File: config.mk
export PLATFORM = sky130hd
export DESIGN_NAME = posit_conv_arbiter
export DESIGN_NICKNAME = d
export VERILOG_FILES = /design/src/rtl/posit_conv_arbiter.sv
export SDC_FILE = /design/constraint.sdc
export NUM_CORES = 1
export LEC_CHECK = 0
export CAP_MARGIN = 20
export CELL_PAD_IN_SITES_DETAIL_PLACEMENT = 0
export CELL_PAD_IN_SITES_GLOBAL_PLACEMENT = 1
export CORE_MARGIN = 2
export CORE_UTILIZATION = 27
export DETAILED_ROUTE_END_ITERATION = 10
export PLACE_DENSITY = 0.87
export SYNTH_ARGS = -nofsm -noshare
export SYNTH_HDL_FRONTEND = slang
export SYNTH_SLANG_ARGS = --single-unit
File: constraint.sdc
create_clock -name clk -period 5 [get_ports clk]
set_input_delay 1 -clock clk [delete_from_list [all_inputs] [get_ports clk]]
set_output_delay 1 -clock clk [all_outputs]
set_load 0.01 [all_outputs]
File: src/rtl/posit_conv_arbiter.sv
// Round-robin arbiter sharing one combinational posit-to-float converter among NREQ requesters.
// Latency: handshake at edge k -> out_valid after edge k+1; one result per cycle while out_ready holds.
// Backpressure: two-entry pipeline, req_ready drops when both stages are full; POSIT_CONV_STATS_EN adds counters.
module posit_conv_arbiter #(
    parameter int N    = 32,
    parameter int es   = 2,
    parameter int NREQ = 4,
    parameter int IDW  = $clog2(NREQ)
) (
    input  logic                 clk,
    input  logic                 rst_n,
    input  logic [NREQ-1:0]      req_valid,
    input  logic [NREQ*N-1:0]    req_posit,
    output logic [NREQ-1:0]      req_ready,
    output logic [N-1:0]         cv_posit,
    input  logic [N-1:0]         cv_float,
    output logic                 out_valid,
    input  logic                 out_ready,
    output logic [N-1:0]         out_float,
    output logic [IDW-1:0]       out_id,
    input  logic                 flush,
    output logic [31:0]          stat_conv,
    output logic [15:0]          stat_nar
);

    // es only matters to the external converter.
    logic unused_es;
    assign unused_es = (es != 0);

    logic           s1_v_q, s1_v_d;
    logic [N-1:0]   s1_posit_q, s1_posit_d;
    logic [IDW-1:0] s1_id_q, s1_id_d;
    logic [IDW-1:0] ptr_q, ptr_d;
    logic           out_valid_q, out_valid_d;
    logic [N-1:0]   out_float_q, out_float_d;
    logic [IDW-1:0] out_id_q, out_id_d;

    logic [IDW-1:0] win_id;
    logic [IDW-1:0] cand;
    logic           any_vld;
    logic [N-1:0]   win_posit;
    logic           adv2;
    logic           accept;
    logic           hs;

    // Search starts just after the last winner, so the pointer rotates priority.
    always_comb begin
        win_id  = ptr_q;
        cand    = '0;
        any_vld = 1'b0;
        for (int k = 1; k <= NREQ; k++) begin
            cand = ptr_q + IDW'(k);
            if (!any_vld && req_valid[cand]) begin
                win_id  = cand;
                any_vld = 1'b1;
            end
        end
    end

    assign win_posit = req_posit[win_id*N +: N];
    assign adv2      = s1_v_q & (~out_valid_q | out_ready);
    assign accept    = ~s1_v_q | adv2;
    assign hs        = rst_n & ~flush & accept & any_vld;
    assign req_ready = hs ? (NREQ'(1) << win_id) : '0;

    always_comb begin
        s1_v_d      = s1_v_q;
        s1_posit_d  = s1_posit_q;
        s1_id_d     = s1_id_q;
        ptr_d       = ptr_q;
        out_valid_d = out_valid_q;
        out_float_d = out_float_q;
        out_id_d    = out_id_q;
        if (flush) begin
            s1_v_d      = 1'b0;
            out_valid_d = 1'b0;
        end else begin
            if (hs) begin
                s1_v_d     = 1'b1;
                s1_posit_d = win_posit;
                s1_id_d    = win_id;
                ptr_d      = win_id;
            end else if (accept) begin
                s1_v_d = 1'b0;
            end
            if (adv2) begin
                out_valid_d = 1'b1;
                out_float_d = cv_float;
                out_id_d    = s1_id_q;
            end else if (out_ready) begin
                out_valid_d = 1'b0;
            end
        end
    end

    always_ff @(posedge clk) begin
        if (!rst_n) begin
            s1_v_q      <= 1'b0;
            s1_posit_q  <= '0;
            s1_id_q     <= '0;
            ptr_q       <= IDW'(NREQ - 1);
            out_valid_q <= 1'b0;
            out_float_q <= '0;
            out_id_q    <= '0;
        end else begin
            s1_v_q      <= s1_v_d;
            s1_posit_q  <= s1_posit_d;
            s1_id_q     <= s1_id_d;
            ptr_q       <= ptr_d;
            out_valid_q <= out_valid_d;
            out_float_q <= out_float_d;
            out_id_q    <= out_id_d;
        end
    end

    assign cv_posit  = s1_posit_q;
    assign out_valid = out_valid_q;
    assign out_float = out_float_q;
    assign out_id    = out_id_q;

`ifdef POSIT_CONV_STATS_EN
    logic [31:0] stat_conv_q, stat_conv_d;
    logic [15:0] stat_nar_q, stat_nar_d;
    logic        pop;
    logic        is_nar;

    // A flushed entry never reaches the consumer, so it is not counted.
    assign pop    = out_valid_q & out_ready & ~flush;
    assign is_nar = (win_posit == {1'b1, {(N-1){1'b0}}});

    always_comb begin
        stat_conv_d = stat_conv_q;
        stat_nar_d  = stat_nar_q;
        if (pop && (stat_conv_q != '1)) begin
            stat_conv_d = stat_conv_q + 32'd1;
        end
        if (hs && is_nar && (stat_nar_q != '1)) begin
            stat_nar_d = stat_nar_q + 16'd1;
        end
    end

    always_ff @(posedge clk) begin
        if (!rst_n) begin
            stat_conv_q <= '0;
            stat_nar_q  <= '0;
        end else begin
            stat_conv_q <= stat_conv_d;
            stat_nar_q  <= stat_nar_d;
        end
    end

    assign stat_conv = stat_conv_q;
    assign stat_nar  = stat_nar_q;
`else
    assign stat_conv = '0;
    assign stat_nar  = '0;
`endif

endmodule

==> metrics.cfg <==
[synthesis]
netlist.area_leader.share_pct = 32.5
synth_seq_area_share_pct = 32.5
synth_most_common_cell = nand2_1
synth_xor_area_share_pct = 0
async_flop_share_pct = 0
ys.flop_type = dfxtp_1
synth_compound_area_share_pct = 29.1
synthAdderAreaFrac_pct = 0
netlist_top_cells_count = nand2_1 (103), dfxtp_1 (72), buf_4 (54)
ys_warn_count = 0
yosysTopAreaCell = dfxtp_1
synth.cell_area_sq_um = 4430
synthMuxAreaShare_pct = 7.23
synth_simple_gate_area_share_pct = 17.3
synth_top_family_by_area = compound AO/OA/AOI/OAI gates
syn_avg_cell_area_sq_um = 8.76
synth.distinct_cells = 36
synth_edf_count = 0
synth.area.top_cells = dfxtp_1 (33%), buf_4 (9.1%), nand2_1 (8.7%)
synth_cells = 506
ys_seq_elements = 72

[die]
die-area_sq_um = 17500
ioPinCount = 287
dieWidth_um = 132
initial_utilization_pct = 27.8
num_rows = 46
die_h_um = 132
core_area_sq_um = 15900

[cts]
clock-sinks = 72
cts_max_path_buffers = 2
cts_setup_buffers = 0
cts_resized = 0
path_clk_slew_ps = 60
cts_made_buffers = 9
cts_root_buf = clkbuf_16
worstSkewPairLatency_ps = 340
cts_tree = yes
htreeDepth = 3
cts_hold_buf = 0

[critical_path]
path_buf_inv = 3
required_ps = 4000
cp-end-kind = output pin
r2r-start = ptr_q[0]$_SDFFE_PN1P_
path_cells = clkdlybuf4s50_1, nor2b_1, o21bai_1, a211oi_4, buf_16, and2_1, clkdlybuf4s50_1
cp_max_fo = 23
critPathLaunchType = input pin
path_common_cell = clkdlybuf4s50_1
cpPeakStageDelay_ps = 620
critPathTopFamily = buffers and inverters
crit_arrival_ps = 3410
critPathSlowestCell = a211oi_4
crit_start = req_valid[3]
crit_type = in -> out

[drt]
via_count = 4363
vias_per_cell = 4.63
avgRoutedWirePerCell_um = 16.2
drtIter0Drc = 230
first_pass_iters = 5
drcViolationCount = 0
wl_um = 15200
antenna_left = 0

[sta]
finalSetupTns_ps = 0
finalHoldViolCount = 0
finalSetupViolCount = 0
max-slew-margin-rel_pct = 57.3
fin_crit_sh_pct = 88.2
layout_setup_ws_ps = 589
slew_viol_final = 0
rsz0062_at_grt = no
skew_ps = 7.74
fmaxAchievable_ghz = 0.227
worstMarginPinSlew_ps = 639
hold_ws_ps = 449
finalCriticalPeriod_ps = 4410

[layout]
fin_nets = 890
stdcell_count = 942
fill_cells = 1574
area_delta_synth_final_pct = 59.8
drive_above_1_share_pct = 13.2
num_antenna_cells = 0
final_util_pct = 44.4
design_area_sq_um = 7080

[global_route]
grt_pass1_vias = 4289
gr-total-overflow = 0
grt_max_degree = 40
grt_pass1_wl_um = 23900
track_usage_pct = 17.2
antenna_found_initial = 0

[pwr]
p_total_mw = 1.74
power_frac_comb_pct = 29.5
power.internal_mw = 1.24
p_switching_uw = 502
power-per-cell-area_nw_per_um2 = 246
p_sw_share_pct = 28.8
clkPwrFrac_pct = 33.6
p_seq_share_pct = 37.0
leakagePower_nw = 2.80
ir_worst_vdd_mv = 0.148

[flow_run]
max_cap_viol_count = 0

[status]
status = completed

[placement]
dp_slack_ps = 553
dp.cells = 927
dp_hpwl_um = 11000
place_congestion = 0.769
dpl-instance-area_sq_um = 6820
io_buffer_count = 238

[min_path]
hp-class = reg -> reg
min_from = out_float[2]$_SDFFE_PN0P_

registers in the layout, summed over array words and instances, names as in the netlist:
name       flops
out_valid      1
s1_v_q         1
s1_id_q        2
out_float     32
out_id         2
ptr_q          2
cv_posit      32
layout by cell type (no fill, tap or decap), types with 9 or more instances in the layout:
cell | synthesis | final
clkbuf_16 | 0 | 9
conb_1 | 1 | 48
buf_4 | 54 | 13
mux2i_1 | 32 | 32
a21bo_2 | 30 | 30
o211ai_2 | 28 | 28
o31ai_1 | 32 | 32
a21boi_1 | 35 | 35
clkdlybuf4s50_1 | 0 | 238
dfxtp_1 | 72 | 72
nand2_1 | 103 | 103
nand4_1 | 32 | 32
routing by layer:
| layer | routed length (um) | global-route usage (%) | share of wire (%) |
|---|---|---|---|
| met5 | 0 | 0 | 0 |
| met4 | 347 | 7.07 | 2.3 |
| met3 | 895 | 3.54 | 5.9 |
| met2 | 7480 | 29.1 | 49 |
| met1 | 6520 | 21.4 | 43 |
worst min-delay path, cell delays in order (launching register included):
cell and delay [ps]:
dfxtp_1 300, nand2_1 50, a21boi_1 50
kinds of logic after synthesis:
kind of cell,count (synthesis)
AO/OA/AOI/OAI,144
buffers and inverters,95
multiplexers,32
flip-flops,72
other,1
AND/OR/NAND/NOR,162
worst paths after layout:
check                               to  slack [ps]  depth (start not counted)
min          out_float[2]$_SDFFE_PN0P_         450                          2
max                       req_ready[0]         590                          7
min reg2reg  out_float[2]$_SDFFE_PN0P_         450                          2
max reg2reg   cv_posit[1]$_SDFFE_PN0P_        2960                          6
layout make-up:
type / count / area, sq um / share of cell area, %
well taps: 216 / 270 / 3.82
flip-flops and latches: 72 / 1440 / 20.4
clock inverters: 6 / 37.5 / 0.530
inverters: 1 / 3.75 / 0.0530
multi-input cells: 386 / 2590 / 36.6
repair buffers: 252 / 2510 / 35.4
clock buffers: 9 / 225 / 3.18
power by group through the flow:
stage | logic (mW) | registers, mW | clock network (mW)
after global placement | 0.512 | 0.657 | 0
after detailed placement | 0.517 | 0.657 | 0
after floorplan | 0.256 | 0.673 | 0
after global routing | 0.554 | 0.650 | 0.631
final | 0.514 | 0.645 | 0.585
after CTS | 0.519 | 0.645 | 0.614
Note: power is estimated with default switching activity, not from simulation.
